### src/rtl/pipe_hazard_ctrl.sv
// pipe_hazard_ctrl: stall/flush controller for the N-stage in-order core.
// Resolves freeze, exception, mispredict and data-hazard requests into
// per-stage write-enable / flush / write-disable vectors, plus cache handshakes.
// Flush pulses seen while frozen are held in pend_* until the pipe moves again.
// Optional build macro: PIPE_HAZARD_PERF_EN adds three performance counters.
module pipe_hazard_ctrl #(
  parameter int unsigned NUM_STAGES = 7,
  parameter int unsigned NUM_FRZ    = 5,
  parameter int unsigned ID_IDX     = 2,
  parameter int unsigned NUM_DH     = 3,
  parameter int unsigned EXC_IDX    = 4,
  parameter int unsigned WDOG_LIMIT = 1024,
  parameter int unsigned PERF_W     = 32
) (
  input  logic                  clk,
  input  logic                  rst,
  input  logic [NUM_FRZ-1:0]    freeze_req,
  input  logic                  exc_flush,
  input  logic                  bp_fail,
  input  logic                  bp_flush_all,
  input  logic                  bp_kill_exe,
  input  logic [NUM_DH-1:0]     dh_stall,
  output logic [NUM_STAGES-1:0] stage_wr,
  output logic [NUM_STAGES-1:0] stage_flush,
  output logic [NUM_STAGES-1:0] stage_diswr,
  output logic                  ireq_valid,
  output logic                  dreq_valid,
  output logic                  icache_stall,
  output logic                  dcache_stall,
  output logic                  frozen,
  output logic                  wdog_timeout
`ifdef PIPE_HAZARD_PERF_EN
  ,
  output logic [PERF_W-1:0]     perf_frz_cyc,
  output logic [PERF_W-1:0]     perf_dh_cyc,
  output logic [PERF_W-1:0]     perf_flush_cnt
`endif
);

  localparam int unsigned WCW = (WDOG_LIMIT > 1) ? $clog2(WDOG_LIMIT) : 1;
  localparam logic [WCW-1:0] WDOG_LAST = WCW'(WDOG_LIMIT - 1);

  if ((ID_IDX + NUM_DH >= NUM_STAGES) || (EXC_IDX >= NUM_STAGES) ||
      (EXC_IDX <= ID_IDX) || (PERF_W == 0) || (WDOG_LIMIT == 0)) begin : g_param_err
    $error("pipe_hazard_ctrl: inconsistent parameters");
  end

  typedef enum logic [2:0] {
    M_NORMAL,
    M_FREEZE,
    M_EXC,
    M_ALL,
    M_DH,
    M_BP
  } mode_t;

  logic           pend_exc;
  logic           pend_bp;
  logic           pend_all;
  logic           frz;
  logic           exc_e;
  logic           bp_e;
  logic           all_e;
  logic           dh_any;
  int unsigned    dh_idx;
  mode_t          mode;
  logic [WCW-1:0] wdog_cnt;

  // Effective requests and priority selection of the applied pattern
  always_comb begin
    frz    = |freeze_req;
    exc_e  = exc_flush | pend_exc;
    bp_e   = bp_fail | pend_bp;
    all_e  = bp_flush_all | pend_all;
    dh_any = |dh_stall;
    dh_idx = 0;
    for (int unsigned i = 0; i < NUM_DH; i++) begin
      if (dh_stall[i]) dh_idx = i;
    end
    if (frz)         mode = M_FREEZE;
    else if (exc_e)  mode = M_EXC;
    else if (all_e)  mode = M_ALL;
    else if (dh_any) mode = M_DH;
    else if (bp_e)   mode = M_BP;
    else             mode = M_NORMAL;
  end

  // Per-stage control vectors and cache handshakes; reset forces a safe state
  always_comb begin
    stage_wr    = '1;
    stage_flush = '0;
    stage_diswr = '0;
    for (int unsigned k = 0; k < NUM_STAGES; k++) begin
      case (mode)
        M_FREEZE: begin
          stage_wr[k]    = 1'b0;
          stage_diswr[k] = (k >= ID_IDX + 1);
        end
        M_EXC: begin
          stage_wr[k]    = !((k >= 1) && (k <= EXC_IDX));
          stage_flush[k] = (k >= 1) && (k <= EXC_IDX);
          stage_diswr[k] = (k >= ID_IDX + 1) && (k <= EXC_IDX);
        end
        M_ALL: begin
          stage_wr[k]    = !((k >= 1) && (k <= ID_IDX));
          stage_flush[k] = (k >= 1) && (k <= ID_IDX + 1);
        end
        M_DH: begin
          stage_wr[k]    = (k > ID_IDX + dh_idx);
          stage_flush[k] = (k == ID_IDX + 1 + dh_idx);
          stage_diswr[k] = ((k >= ID_IDX + 1) && (k <= ID_IDX + dh_idx)) ||
                           ((dh_idx == 0) && (k == ID_IDX));
        end
        M_BP: begin
          stage_wr[k]    = !((k >= 1) && (k <= ID_IDX));
          stage_flush[k] = ((k >= 1) && (k <= ID_IDX)) ||
                           ((k == ID_IDX + 1) && bp_kill_exe);
        end
        default: begin
          stage_flush[k] = (k == ID_IDX + 1) && bp_kill_exe;
        end
      endcase
    end

    ireq_valid   = !(exc_e || all_e || bp_e || dh_any);
    dreq_valid   = !exc_e;
    dcache_stall = frz;
    if (frz)                 icache_stall = 1'b1;
    else if (exc_e || all_e) icache_stall = 1'b0;
    else                     icache_stall = dh_any;
    frozen = frz;

    if (rst) begin
      stage_wr     = '0;
      stage_flush  = '1;
      stage_diswr  = '0;
      ireq_valid   = 1'b0;
      dreq_valid   = 1'b0;
      icache_stall = 1'b0;
      dcache_stall = 1'b0;
    end
  end

  // Hold flush requests that arrive while frozen; the first moving cycle consumes them
  always_ff @(posedge clk or posedge rst) begin
    if (rst) begin
      pend_exc <= 1'b0;
      pend_bp  <= 1'b0;
      pend_all <= 1'b0;
    end else if (frz) begin
      if (exc_flush) begin
        // an exception supersedes any held mispredict
        pend_exc <= 1'b1;
        pend_bp  <= 1'b0;
        pend_all <= 1'b0;
      end else begin
        pend_bp  <= pend_bp | bp_fail;
        pend_all <= pend_all | bp_flush_all;
      end
    end else begin
      pend_exc <= 1'b0;
      pend_bp  <= 1'b0;
      pend_all <= 1'b0;
    end
  end

  // Freeze watchdog: count consecutive frozen cycles, flag a sticky timeout
  always_ff @(posedge clk or posedge rst) begin
    if (rst) begin
      wdog_cnt     <= '0;
      wdog_timeout <= 1'b0;
    end else if (frz) begin
      if (wdog_cnt != WDOG_LAST) wdog_cnt <= wdog_cnt + WCW'(1);
      if (wdog_cnt == WDOG_LAST) wdog_timeout <= 1'b1;
    end else begin
      wdog_cnt <= '0;
    end
  end

`ifdef PIPE_HAZARD_PERF_EN
  // Performance counters: frozen cycles, dh-stall cycles, applied flush cycles
  always_ff @(posedge clk or posedge rst) begin
    if (rst) begin
      perf_frz_cyc   <= '0;
      perf_dh_cyc    <= '0;
      perf_flush_cnt <= '0;
    end else begin
      if (mode == M_FREEZE) perf_frz_cyc <= perf_frz_cyc + PERF_W'(1);
      if (mode == M_DH)     perf_dh_cyc  <= perf_dh_cyc + PERF_W'(1);
      if ((mode == M_EXC) || (mode == M_ALL) || (mode == M_BP))
        perf_flush_cnt <= perf_flush_cnt + PERF_W'(1);
    end
  end
`endif

endmodule

### config.mk
export PLATFORM = sky130hd
export DESIGN_NAME = pipe_hazard_ctrl
export DESIGN_NICKNAME = d
export VERILOG_FILES = /design/src/rtl/pipe_hazard_ctrl.sv
export SDC_FILE = /design/constraint.sdc
export NUM_CORES = 1
export LEC_CHECK = 0
export ABC_AREA = 1
export BUFFER_PORTS_ARGS = -buffer_cell sky130_fd_sc_hd__buf_4
export CAP_MARGIN = 15
export CORE_MARGIN = 2
export CORE_UTILIZATION = 48
export DETAILED_ROUTE_END_ITERATION = 16
export GPL_ROUTABILITY_DRIVEN = 0
export PLACE_DENSITY = 0.79
export RECOVER_POWER = 100
export SLEW_MARGIN = 20
export SYNTH_ARGS = -nofsm -noshare
export SYNTH_HDL_FRONTEND = slang
export SYNTH_SLANG_ARGS = --single-unit
### constraint.sdc
create_clock -name clk -period 1.4 [get_ports clk]
set_input_delay 0.07 -clock clk [delete_from_list [all_inputs] [get_ports clk]]
set_output_delay 0.07 -clock clk [all_outputs]
set_load 0.03 [all_outputs]
==> out/results.tsv <==
metric	value	unit
# rows	17	
largest net degree at the start of global routing	15	
fin nets	225	
Setup WS post-layout	-0.252	ns
critical path startpoint	pend_all	
post-synth cell types	27	
DR WL met2	1420	um
Design Area, Final	0.00165	mm^2
Post-Place Cells	223	
FMAX	605	MHz
WHS	0.0551	ns
Layout fillers	159	
Die Y	51.3	um
Worst Setup Start Kind	flip-flop	
first-pass GRT wire length	4590	um
synth warn	0	
Final min period	1.65	ns
CTS tree	done	
ys flop type	dfrtp_1	
Core Area	0.00217	mm^2
GR Util All Layers	22.6	%
PortBufs	38	
Initial Utilization	49.6	%
crit-path leading delay family	flip-flops	
CP Data Required Time	1.33	ns
vias in the first global route	1124	
Slew Viols, Final	0	
Final Non-Filler Cells	237	
WL met1	1180	um
nature of the critical path endpoint	primary output	
Longest Clk Path Bufs	2	
PD cells	999	mW/mm^2
R2R setup slack	0.04	ns
HP Class	input port to flip-flop	
outcome	finished, violations left	
#FFs+latches synth	14	
hold path depth	3	
ANT nets after route	0	
total negative slack	-2.36	ns
number of max-cap violations	0	
Area Growth Syn to Fin	53.0	%
Crit Path Class	flip-flop to primary output	
Hold Crit Start	bp_flush_all	
Antenna Cells	0	
sequential area share after synthesis	32.6	%
drt wl/cell	11.5	um
Post-Synthesis Cell Area	0.00108	mm^2
worst-path cell chain	nor2_4, buf_4, nand2_1, inv_2, nand4_1, a21oi_2, buf_6	
Peak VDD IR	0.00115	V
clock sink count	14	
failing checks	setup timing	
Ports	41	
Syn Area/Cell	6.81	um^2
Arrival @ worst endpoint	1.58	ns
Leakage	0.879	nW
Post-synth EDFFs	0	
asr flop ratio synth	100	%
Worst Path Buf+Inv	3	
detailed-route DRC error count	0	
layout cell share with drive strength beyond 1	48.8	%
final setup fails	15	
Via density	4.81	
die area	0.00264	mm^2
first-pass iteration count of the detailed router	4	
Vias	1141	
Worst-Margin Slew	0.610	ns
worst slack at placement	0.00700	ns
H-tree depth	1	
antenna violations before repair	0	
highest routed metal layer	met4	
Slew HR	59.2	%
Mapped Cells	158	
Post-DP Area	0.00143	mm^2
Power, Total	1.65	mW
Tcrit/Tclk final	118	%
Setup Skew	0.00840	ns
Die W	51.3	um
Routed Wire Length	2730	um
Final Hold Vio Count	0	
Largest stage delay, worst path	0.41	ns
unrepaired setup endpoints after global routing	yes	
Clk pin slew, worst setup/hold paths	0.07	ns
Crit-path slowest cell	dfrtp_1	
hold worst-path end	pend_all	
DR WL met3	116	um
grt total ovfl	0	
reg2reg start	wdog_cnt[1]	
WP depth	7	
Detailed Place HPWL	2020	um
Util after Layout	75.9	%
total clock buffers created by CTS	3	
Clock Latency Late Sink	0.28	ns
CTS Root Cell	clkbuf_4	
FF-to-FF End	wdog_cnt[3]	
R2R depth	9	
crit path max fanout	4	
Iter 0 DRT Violations	15	
==> worst register-to-register path: stages, from the launching register on <==
cell	delay (ns)
dfrtp_1	0.41
ha_4	0.17
nand2_2	0.06
inv_2	0.08
nand3_4	0.09
inv_4	0.08
nand3_4	0.07
nor2_4	0.16
nand2_4	0.10
nand2_2	0.08
==> worst max-delay path by stage <==
stage                endpoint  slack, ns
5_1_grt        stage_diswr[3]      -0.35
2_1_floorplan  stage_flush[1]      -0.09
6_report       stage_diswr[3]      -0.25
4_1_cts        stage_diswr[3]      -0.24
3_3_place_gp   stage_diswr[3]       0.09
3_5_place_dp   stage_diswr[3]      0.007
==> synthesized netlist by cell type, types with 2 or more instances <==
cell / instances / share of area [%]
dfrtp_1: 14 / 33
or2_2: 3 / 1.7
nor2_2: 8 / 4.7
buf_4: 3 / 2.1
inv_2: 6 / 2.1
nand3_1: 17 / 7.9
clkbuf_1: 2 / 0.70
nor3_1: 4 / 1.9
nand3_4: 2 / 3.3
inv_1: 24 / 8.4
nand3_2: 2 / 1.9
nand2_1: 39 / 14
a21oi_1: 4 / 1.9
nor2_1: 12 / 4.2
o31ai_1: 2 / 1.4
nor2_4: 2 / 2.1
nand2_2: 3 / 1.7
nand4_1: 2 / 1.2
==> sequential cells by signal, summed over array words and instances, names as in the netlist <==
register and flops:
pend_exc 1, pend_all 1, pend_bp 1, wdog_timeout 1
wdog_cnt 10
==> power by group <==
group	switching [mW]	internal, mW	leakage [nW]	total (mW)
combinational	0.396	0.331	0.691	0.727
sequential	0.126	0.511	0.167	0.637
clock	0.123	0.158	0.0210	0.281
total	0.645	1.00	0.879	1.65
==> cell type report <==
type | instances | area [um^2] | share of cell area, %
inverters | 30 | 118 | 7.14
flip-flops and latches | 14 | 350 | 21.3
well taps | 28 | 35.0 | 2.13
multi-input cells | 108 | 684 | 41.6
repair buffers | 53 | 423 | 25.7
clock buffers | 4 | 36.3 | 2.20
==> logic make-up after synthesis <==
family          Yosys count  share of synthesized area [%]
other cells               1                          0.349
flops                    14                           32.6
buf+inv                  37                           14.8
fa+ha+maj                 1                           1.16
compound gates            8                           4.30
simple gates             97                           46.9
==> routing by layer <==
metal,vias to the layer above,global-route usage (%)
li1,586,-
met1,521,26.9
met2,32,41.1
met3,2,4.68
met4,0,6.14
met5,-,0
==> cell usage in the layout, fill, tap and decap left out <==
| cell type | instances |
|---|---|
| or2_2 | 2 |
| nand2_2 | 8 |
| o21ai_0 | 1 |
| clkbuf_1 | 1 |
| or2_1 | 1 |
| nand2_1 | 34 |
| nor2_1 | 10 |
| nand4_2 | 1 |
| nor3_2 | 1 |
| inv_1 | 22 |
| buf_4 | 44 |
| or2_4 | 1 |
| inv_2 | 6 |
| o22ai_1 | 1 |
| nand2_4 | 1 |
| nor3_4 | 2 |
| clkbuf_8 | 1 |
| nand3_1 | 14 |
| clkbuf_4 | 3 |
| nor2_2 | 6 |
| a21oi_1 | 1 |
| a21oi_2 | 3 |
| o31ai_1 | 2 |
| nand3_2 | 4 |
| nor3_1 | 1 |
| nor2_4 | 6 |
| dfrtp_1 | 14 |
| ha_4 | 1 |
| buf_6 | 7 |
| nand4_1 | 2 |
| conb_1 | 2 |
| nand3_4 | 3 |
| dlygate4sd3_1 | 1 |
| inv_4 | 2 |
==> timing repair <==
action	CTS	global route
buffers inserted	3	6
hold endpoints to repair	14	0
pin swaps	7	11
gates resized for setup	11	17
hold buffers	1	0
setup endpoints to repair	14	27
No activity file was read; power rests on OpenSTA's default activity.
